$ cat src/rtl/strgen.sv
// strgen -- keyword stream generator.
//
// Emits [filler x gap, KEYWORD] repeated ins_cnt times followed by one
// trailing run of gap filler bytes, over a valid/ready byte interface.
// Filler bytes are 'a'..'p', taken from an 8-bit LFSR that is reseeded
// on every accepted start. This keeps each stream reproducible, and the
// fillers can never form a keyword.
//
// Ports
//   clk      in   1  clock, rising edge
//   rst_n    in   1  asynchronous active-low reset
//   start    in   1  stream request, sampled only while idle
//   ins_cnt  in   4  keyword insertions, latched on accepted start
//   gap      in   8  filler bytes per gap, latched on accepted start
//   ready    in   1  downstream accepts the current byte
//   dv       out  1  data valid
//   data     out  8  stream byte
//   busy     out  1  stream in progress (through the done cycle)
//   done     out  1  one-cycle end-of-stream pulse
//
// state | meaning
// IDLE  | waiting for start
// GAP   | presenting filler bytes
// KEY   | presenting keyword bytes, MSB first
// FIN   | done pulse, back to IDLE next cycle

module strgen #(
  parameter int                    KEY_LEN = 7,
  parameter logic [KEY_LEN*8-1:0]  KEYWORD = "Welcome"
) (
  input  logic       clk,
  input  logic       rst_n,
  input  logic       start,
  input  logic [3:0] ins_cnt,
  input  logic [7:0] gap,
  input  logic       ready,
  output logic       dv,
  output logic [7:0] data,
  output logic       busy,
  output logic       done
);

  localparam int KW = (KEY_LEN > 1) ? $clog2(KEY_LEN) : 1;
  localparam logic [KW-1:0] KEY_LAST = KW'(KEY_LEN - 1);
  localparam logic [7:0]    LFSR_SEED = 8'hA5;

  typedef enum logic [1:0] {IDLE, GAP, KEY, FIN} state_t;

  state_t        state_q, state_d;
  logic [7:0]    lfsr_q, lfsr_d;
  logic [3:0]    ins_rem_q, ins_rem_d;
  logic [7:0]    gap_len_q, gap_len_d;
  logic [7:0]    gap_cnt_q, gap_cnt_d;
  logic [KW-1:0] key_idx_q, key_idx_d;

  logic [7:0] lfsr_step;
  logic [7:0] key_byte;

  // x^8+x^6+x^5+x^4+1, shifting toward the MSB
  assign lfsr_step = {lfsr_q[6:0], lfsr_q[7] ^ lfsr_q[5] ^ lfsr_q[4] ^ lfsr_q[3]};
  // key_idx counts down, so the first byte sent is the MSB byte
  assign key_byte  = KEYWORD[{key_idx_q, 3'b000} +: 8];

  always_ff @(posedge clk or negedge rst_n) begin
    if (!rst_n) begin
      state_q   <= IDLE;
      lfsr_q    <= LFSR_SEED;
      ins_rem_q <= '0;
      gap_len_q <= '0;
      gap_cnt_q <= '0;
      key_idx_q <= '0;
    end else begin
      state_q   <= state_d;
      lfsr_q    <= lfsr_d;
      ins_rem_q <= ins_rem_d;
      gap_len_q <= gap_len_d;
      gap_cnt_q <= gap_cnt_d;
      key_idx_q <= key_idx_d;
    end
  end

  always_comb begin
    state_d   = state_q;
    lfsr_d    = lfsr_q;
    ins_rem_d = ins_rem_q;
    gap_len_d = gap_len_q;
    gap_cnt_d = gap_cnt_q;
    key_idx_d = key_idx_q;
    dv        = 1'b0;
    data      = 8'h00;
    busy      = 1'b1;
    done      = 1'b0;

    case (state_q)
      IDLE: begin
        busy = 1'b0;
        if (start) begin
          lfsr_d    = LFSR_SEED;
          ins_rem_d = ins_cnt;
          gap_len_d = gap;
          gap_cnt_d = gap;
          key_idx_d = KEY_LAST;
          if (gap != 8'd0)          state_d = GAP;
          else if (ins_cnt != 4'd0) state_d = KEY;
          else                      state_d = FIN;
        end
      end

      GAP: begin
        dv   = 1'b1;
        data = 8'h61 + {4'h0, lfsr_q[3:0]};
        if (ready) begin
          lfsr_d = lfsr_step;
          // gap_cnt holds the fillers still to send, including this one
          if (gap_cnt_q == 8'd1) begin
            if (ins_rem_q != 4'd0) begin
              state_d   = KEY;
              key_idx_d = KEY_LAST;
            end else begin
              state_d = FIN;
            end
          end else begin
            gap_cnt_d = gap_cnt_q - 8'd1;
          end
        end
      end

      KEY: begin
        dv   = 1'b1;
        data = key_byte;
        if (ready) begin
          if (key_idx_q == '0) begin
            ins_rem_d = ins_rem_q - 4'd1;
            if (gap_len_q != 8'd0) begin
              state_d   = GAP;
              gap_cnt_d = gap_len_q;
            end else if (ins_rem_q != 4'd1) begin
              state_d   = KEY;
              key_idx_d = KEY_LAST;
            end else begin
              state_d = FIN;
            end
          end else begin
            key_idx_d = key_idx_q - KW'(1);
          end
        end
      end

      FIN: begin
        done    = 1'b1;
        state_d = IDLE;
      end

      default: state_d = IDLE;
    endcase
  end

endmodule

$ cat config.mk
export PLATFORM = sky130hd
export DESIGN_NAME = strgen
export DESIGN_NICKNAME = d
export VERILOG_FILES = /design/src/rtl/strgen.sv
export SDC_FILE = /design/constraint.sdc
export NUM_CORES = 1
export LEC_CHECK = 0
export CORE_MARGIN = 4
export CORE_UTILIZATION = 50
export DETAILED_ROUTE_END_ITERATION = 10
export PLACE_DENSITY_LB_ADDON = 0.05
export SKIP_LAST_GASP = 1
export SYNTH_ARGS = -nofsm -noshare
export SYNTH_HDL_FRONTEND = slang
export SYNTH_SLANG_ARGS = --single-unit
$ cat constraint.sdc
create_clock -name clk -period 6 [get_ports clk]
set_input_delay 1.2 -clock clk [delete_from_list [all_inputs] [get_ports clk]]
set_output_delay 1.2 -clock clk [all_outputs]
set_load 0.02 [all_outputs]
==> results.txt, run 1 <==
DR vias = 2069
Ratio of final minimum period to clock period = 0.6585
Top cells by area, synth = dfrtp_1 (31%), ha_1 (8.0%), o21ai_0 (5.7%)
Worst r2r src = state_q[0]$_DFFE_PN0P_
HP Class = flip-flop to flip-flop
Synth cell types = 49
R2R depth = 6
Post-DP HPWL = 3981 µm
Uppermost layer routed = met4
Synth top area share = 0.3085
Chip width = 76.59 µm
Psw = 785.5 µW
Syn Std Cell Area = 0.002352 mm²
Max Slew Vio Count = 0
Mean post-synth cell area = 8.401 µm²
Critical Setup Path Class = flip-flop to output pin
Place WS = 2.367 ns
Worst Path Buf+Inv = 3
Unrepaired setup endpoints after global routing = no
Post-synth net total = 311
Post-Syn Instances = 280
Fraction of layout instances using a drive strength above 1 = 0.08475
Combinational share of power = 0.587
Layout area overhead = 15.64%
Share of synthesized registers carrying an async set or reset = 1.000
GRT Total Usage = 0.1984
Vias in the first global route = 1902
Initial antenna violation count = 0
Ys Warns = 0
CP top delay family = buffers and inverters
Final setup margin = 2.049 ns
Post-Route Setup TNS = 0 ns
Die Area = 0.005866 mm²
Final nets = 325
DR iter-0 viols = 185
# IOs = 27
Global-route wire length before repair = 9584 µm
Min Hold Slack = 0.5368 ns
Main synth FF type = dfrtp_1
Slowest CP cell = ha_1
Critical Path AT = 2.75 ns
RR Endpoint = gap_cnt_q[7]$_DFFE_PN0P_
Final Wtd Congestion = 0.8354
Worst-Skew Late Latency = 0.29 ns
Routed Antenna Nets = 0
Root Driver = clkbuf_8
Pleak = 0.001139 µW
Clock slew at reported path FFs = 0.08 ns
Max_cap viols = 0
Detailed-route wire length = 5503 µm
Hold endpoint = lfsr_q[7]$_DFFE_PN1P_
Initial Utilization = 0.5293
Synthesized flop and latch total = 33
DRT Pass-1 Iters = 4
Worst vdd ir = 0.3005 mV
Critical Path Max Stage Delay = 0.77 ns
Cell count of the worst hold path = 2
Number of synthesized flops with an enable pin = 0
Met3 WL = 246 µm
Post-CTS Setup Inserts = 0
Crit Path Max Fanout = 28
Clock Skew = 0.007658 ns
Die Height = 76.59 µm
Critical Path End Type = output pin
Clock Sinks = 33
# rows = 24
Core outline area = 0.004444 mm²
FILL cells = 401
Total inserted antenna cells = 0
Sw frac = 0.4648
Post-cts repair resize count = 0
Pin count of the biggest net entering global routing = 45
R2R Setup Slk = 3.39 ns
Worst EP required = 4.80 ns
CTS tree = yes
Share of power burned in registers = 0.281
Slew HR = 0.3960
Worst path cell trace = inv_1 -> ha_1 -> inv_1 -> nor2_1 -> a21oi_1 -> nor2_1 -> clkdlybuf4s50_1
Status = completed
Max Fclk = 253.1 MHz
DRT met1 WL = 2893 µm
Drt drc = 0
Final Setup Violations = 0
Clock H-tree levels = 2
Startpoint types = flip-flop
Fin. Hold Viols = 0
Routed wl met2 = 2298 µm
Register area share after synthesis = 0.3532
CTS Buf Count = 5
Hold Path Origin = lfsr_q[7]$_DFFE_PN1P_
WL/cell = 15.86 µm
Clock power share = 0.132
Clock buffer depth = 2
Layout Utilization = 0.6121
Drt via density = 5.963
Actual slew at the worst max-slew pin = 0.9020 ns
Cell Pwr Density = 621.3 mW/mm²
Fin crit period = 3.951 ns
CTS Hold Buffers Added = 0
Internal = 904.5 µW
Port bufs = 25
Total congestion overflow = 0
Top cell type by total area after synthesis = dfrtp_1
-- registers in the layout, indices dropped and copies added, names as in the netlist --
signal / flops
gap_cnt_q: 8
key_idx_q: 3
ins_rem_q: 4
gap_len_q: 8
lfsr_q: 8
state_q: 2
-- how the worst max path moves through the flow --
stage | from | end | cells past startpoint
floorplan | state_q[0]$_DFFE_PN0P_ | data[0] | 7
global route | state_q[0]$_DFFE_PN0P_ | data[3] | 7
detailed placement | state_q[0]$_DFFE_PN0P_ | data[3] | 7
finish | state_q[0]$_DFFE_PN0P_ | data[3] | 7
CTS | state_q[0]$_DFFE_PN0P_ | data[3] | 7
global placement | state_q[0]$_DFFE_PN0P_ | data[3] | 7
-- cell usage in the layout (no fill, tap or decap), types with 5 or more instances in the layout --
cell type / count
xor2_1: 5
nand2_1: 27
dfrtp_1: 29
a21oi_1: 14
o21ai_0: 27
nor3_1: 5
nor2_1: 19
clkdlybuf4s50_1: 25
inv_1: 18
nand3_1: 14
o22ai_1: 8
a31oi_1: 7
clkbuf_8: 6
a22oi_1: 6
ha_1: 15
mux2_2: 8
-- cell type report --
cell class / instances / area [µm²] / area share
sequential: 33 / 830.8 / 0.3054
clock buffer: 6 / 82.58 / 0.03036
inverter: 18 / 67.56 / 0.02484
tap: 52 / 65.06 / 0.02392
clock inverter: 2 / 37.54 / 0.01380
multi-input combinational: 209 / 1371 / 0.5041
timing repair buffer: 27 / 265.3 / 0.09752
-- layer usage --
layer  vias to the layer above  GRT usage
met2                        45     0.2794
met4                         0    0.04891
met1                       978     0.3097
met5                         -          0
li1                       1040          -
met3                         6    0.03428
-- logic make-up after synthesis --
| family | share of synthesized area |
|---|---|
| xor+xnor | 0.02979 |
| fa+ha+maj | 0.07979 |
| flops | 0.3532 |
| mux | 0.04255 |
| compound gates | 0.2452 |
| other cells | 0.001594 |
| buf+inv | 0.06382 |
| simple gates | 0.1840 |
-- worst register-to-register path: stages, from the launching register on --
cell and delay [ns]:
dfrtp_1 0.41, inv_1 0.12, ha_1 0.77, a21oi_1 0.11
o211ai_1 0.78, a31oi_1 0.08, o22a_1 0.24
-- synth_stat cells, types with 2 or more instances --
library cell / n
a31oi_1: 7
nor2_1: 19
dfrtp_1: 29
nand3_1: 14
nand2b_1: 4
nor3b_1: 2
a221o_1: 2
clkbuf_1: 15
o22ai_1: 8
a211oi_1: 4
xor2_1: 5
mux2_2: 8
dfstp_2: 4
a22oi_1: 6
a21oi_1: 14
nor4_1: 4
xnor2_1: 3
a222oi_1: 2
o211ai_1: 3
inv_1: 18
nor2b_1: 3
o2bb2ai_1: 2
buf_2: 3
ha_1: 15
nand4b_1: 2
nand2_1: 27
o21ai_0: 27
a21o_1: 3
nor3_1: 5
a2bb2oi_1: 3
-- power by group through the flow --
| stage | registers [µW] | clock network (µW) | logic (µW) |
|---|---|---|---|
| floorplan | 423 | 0 | 767 |
| global placement | 475 | 0 | 979 |
| detailed placement | 477 | 0 | 980 |
| CTS | 473 | 226 | 988 |
| global route | 494 | 237 | 1110 |
| finish | 475 | 224 | 991 |
-- through the flow --
step	power (µW)	area (µm²)	std cells
5_1_grt	1837	2720	347
2_1_floorplan	1190	2352	280
4_1_cts	1687	2720	347
3_5_place_dp	1457	2600	339
6_report	1690	2720	347
3_3_place_gp	1454	2600	339
(Power assumes the default switching activity.)
==> run 2, diff against run 1 <==
==> constraint.sdc (replaced) <==
create_clock -name clk -period 3.9 [get_ports clk]
set_input_delay 0.78 -clock clk [delete_from_list [all_inputs] [get_ports clk]]
set_output_delay 0.78 -clock clk [all_outputs]
set_load 0.02 [all_outputs]
==> run 2 against run 1 <==
  * Flip-flop and latch count is the same
  * Sequential power grew 54%
  * Clock power grew 10%
  * Core utilization shrank 0.68 points
  * Global-route usage grew 0.14 points
  * Largest cell class unchanged
  * Largest power group unchanged
==> results.txt, run 2 (synthesis results as in run 1) <==
Critical Path AT = 2.47 ns
Max Fclk = 307.8 MHz
Worst r2r src = state_q[1]$_DFFE_PN0P_
Final setup margin = 0.6514 ns
Pleak = 0.001132 µW
Global-route wire length before repair = 9522 µm
Layout area overhead = 14.36%
Worst EP required = 3.12 ns
Actual slew at the worst max-slew pin = 0.8648 ns
Pin count of the biggest net entering global routing = 41
DRT Pass-1 Iters = 6
CTS tree = yes
CTS Buf Count = 5
Port bufs = 25
Final Setup Violations = 0
WL/cell = 15.58 µm
Startpoint types = flip-flop
Clock buffer depth = 2
Placed Instances = 340
Hold Path Origin = gap_cnt_q[1]$_DFFE_PN0P_
Fin crit period = 3.249 ns
Ratio of final minimum period to clock period = 0.8330
Core outline area = 0.004444 mm²
Root Driver = clkbuf_8
Die Height = 76.59 µm
Most frequent cells in the layout = dfrtp_1 (29), nand2_1 (27), o21ai_0 (27)
Critical Path End Type = output pin
Clock H-tree levels = 2
Most common cell after layout, fill and taps aside = dfrtp_1
Max_cap viols = 0
Worst-Skew Late Latency = 0.29 ns
Final Wtd Congestion = 0.8218
Initial antenna violation count = 0
Min Hold Slack = 0.5392 ns
HP Class = flip-flop to flip-flop
Vias in the first global route = 1929
Pwr Total = 2491 µW
GRT Total Usage = 0.1998
# rows = 24
Post-Route Setup TNS = 0 ns
Critical Setup Path Class = flip-flop to output pin
Final nets = 326
CP startpoint = state_q[0]$_DFFE_PN0P_
Total inserted antenna cells = 0
Routed Antenna Nets = 0
Post-cts repair resize count = 0
Slew HR = 0.4209
Initial Utilization = 0.5293
Place WS = 0.8279 ns
Status = completed
Max Slew Vio Count = 0
Worst vdd ir = 0.4071 mV
Fraction of layout instances using a drive strength above 1 = 0.08446
Drt drc = 0
# IOs = 27
Fin cells = 348
CTS Hold Buffers Added = 0
Fin. Hold Viols = 0
Clock Skew = 0.005402 ns
Detailed-route wire length = 5422 µm
Drt via density = 5.871
DR iter-0 viols = 168
Unrepaired setup endpoints after global routing = no
Crit Path Max Fanout = 19
Clock slew at reported path FFs = 0.07 ns
DR vias = 2043
Cell Pwr Density = 926.0 mW/mm²
Total congestion overflow = 0
Clock Sinks = 33
Post-CTS Setup Inserts = 0
Chip width = 76.59 µm
Top Registers = gap_cnt_q: 8 flops, gap_len_q: 8 flops, lfsr_q: 8 flops
Post-DP HPWL = 3906 µm
Die Area = 0.005866 mm²
[run 2: worst paths after layout]
path	slack (ns)	end	cells after the start
worst max-delay path	0.65	data[0]	5
worst min-delay path	0.54	gap_cnt_q[1]$_DFFE_PN0P_	2
worst max register to register	1.34	gap_cnt_q[7]$_DFFE_PN0P_	7
worst min register to register	0.54	gap_cnt_q[1]$_DFFE_PN0P_	2
max in group asynchronous	2.67	lfsr_q[0]$_DFFE_PN1P_	2
min in group asynchronous	0.90	gap_cnt_q[1]$_DFFE_PN0P_	2
[run 2: stage by stage]
stage	area, µm²	utilization
6_report	2690	0.6053
5_1_grt	2690	0.6053
4_1_cts	2690	0.6053
3_5_place_dp	2608	0.5867
3_3_place_gp	2608	0.5867
2_1_floorplan	2352	-
[run 2: area by class of cell]
cell class / instances / area (µm²)
Fill cell: 419 / 1754
Multi-Input combinational cell: 209 / 1371
Sequential cell: 33 / 830.8
Timing Repair Buffer: 28 / 272.8
Clock buffer: 6 / 72.57
Inverter: 18 / 67.56
Tap cell: 52 / 65.06
Clock inverter: 2 / 10.01
[run 2: worst max-delay path, cell delays in order, from the launching register on]
cell and delay (ns):
dfrtp_1 0.39, inv_1 0.09, ha_1 0.63, inv_1 0.27, a21oi_1 0.18, clkdlybuf4s50_1 0.62
[run 2: power by group]
part / switching, µW / leakage [µW] / total [µW] / internal [µW]
clock network: 124 / 0.0000450 / 247 / 124
logic: 857 / 0.000697 / 1510 / 657
registers: 200 / 0.000390 / 730 / 529
[run 2: routing by layer]
metal / track usage / wire length, µm
met1: 0.3030 / 2765
met2: 0.2812 / 2356
met3: 0.03191 / 210
met4: 0.07609 / 89
met5: 0 / 0
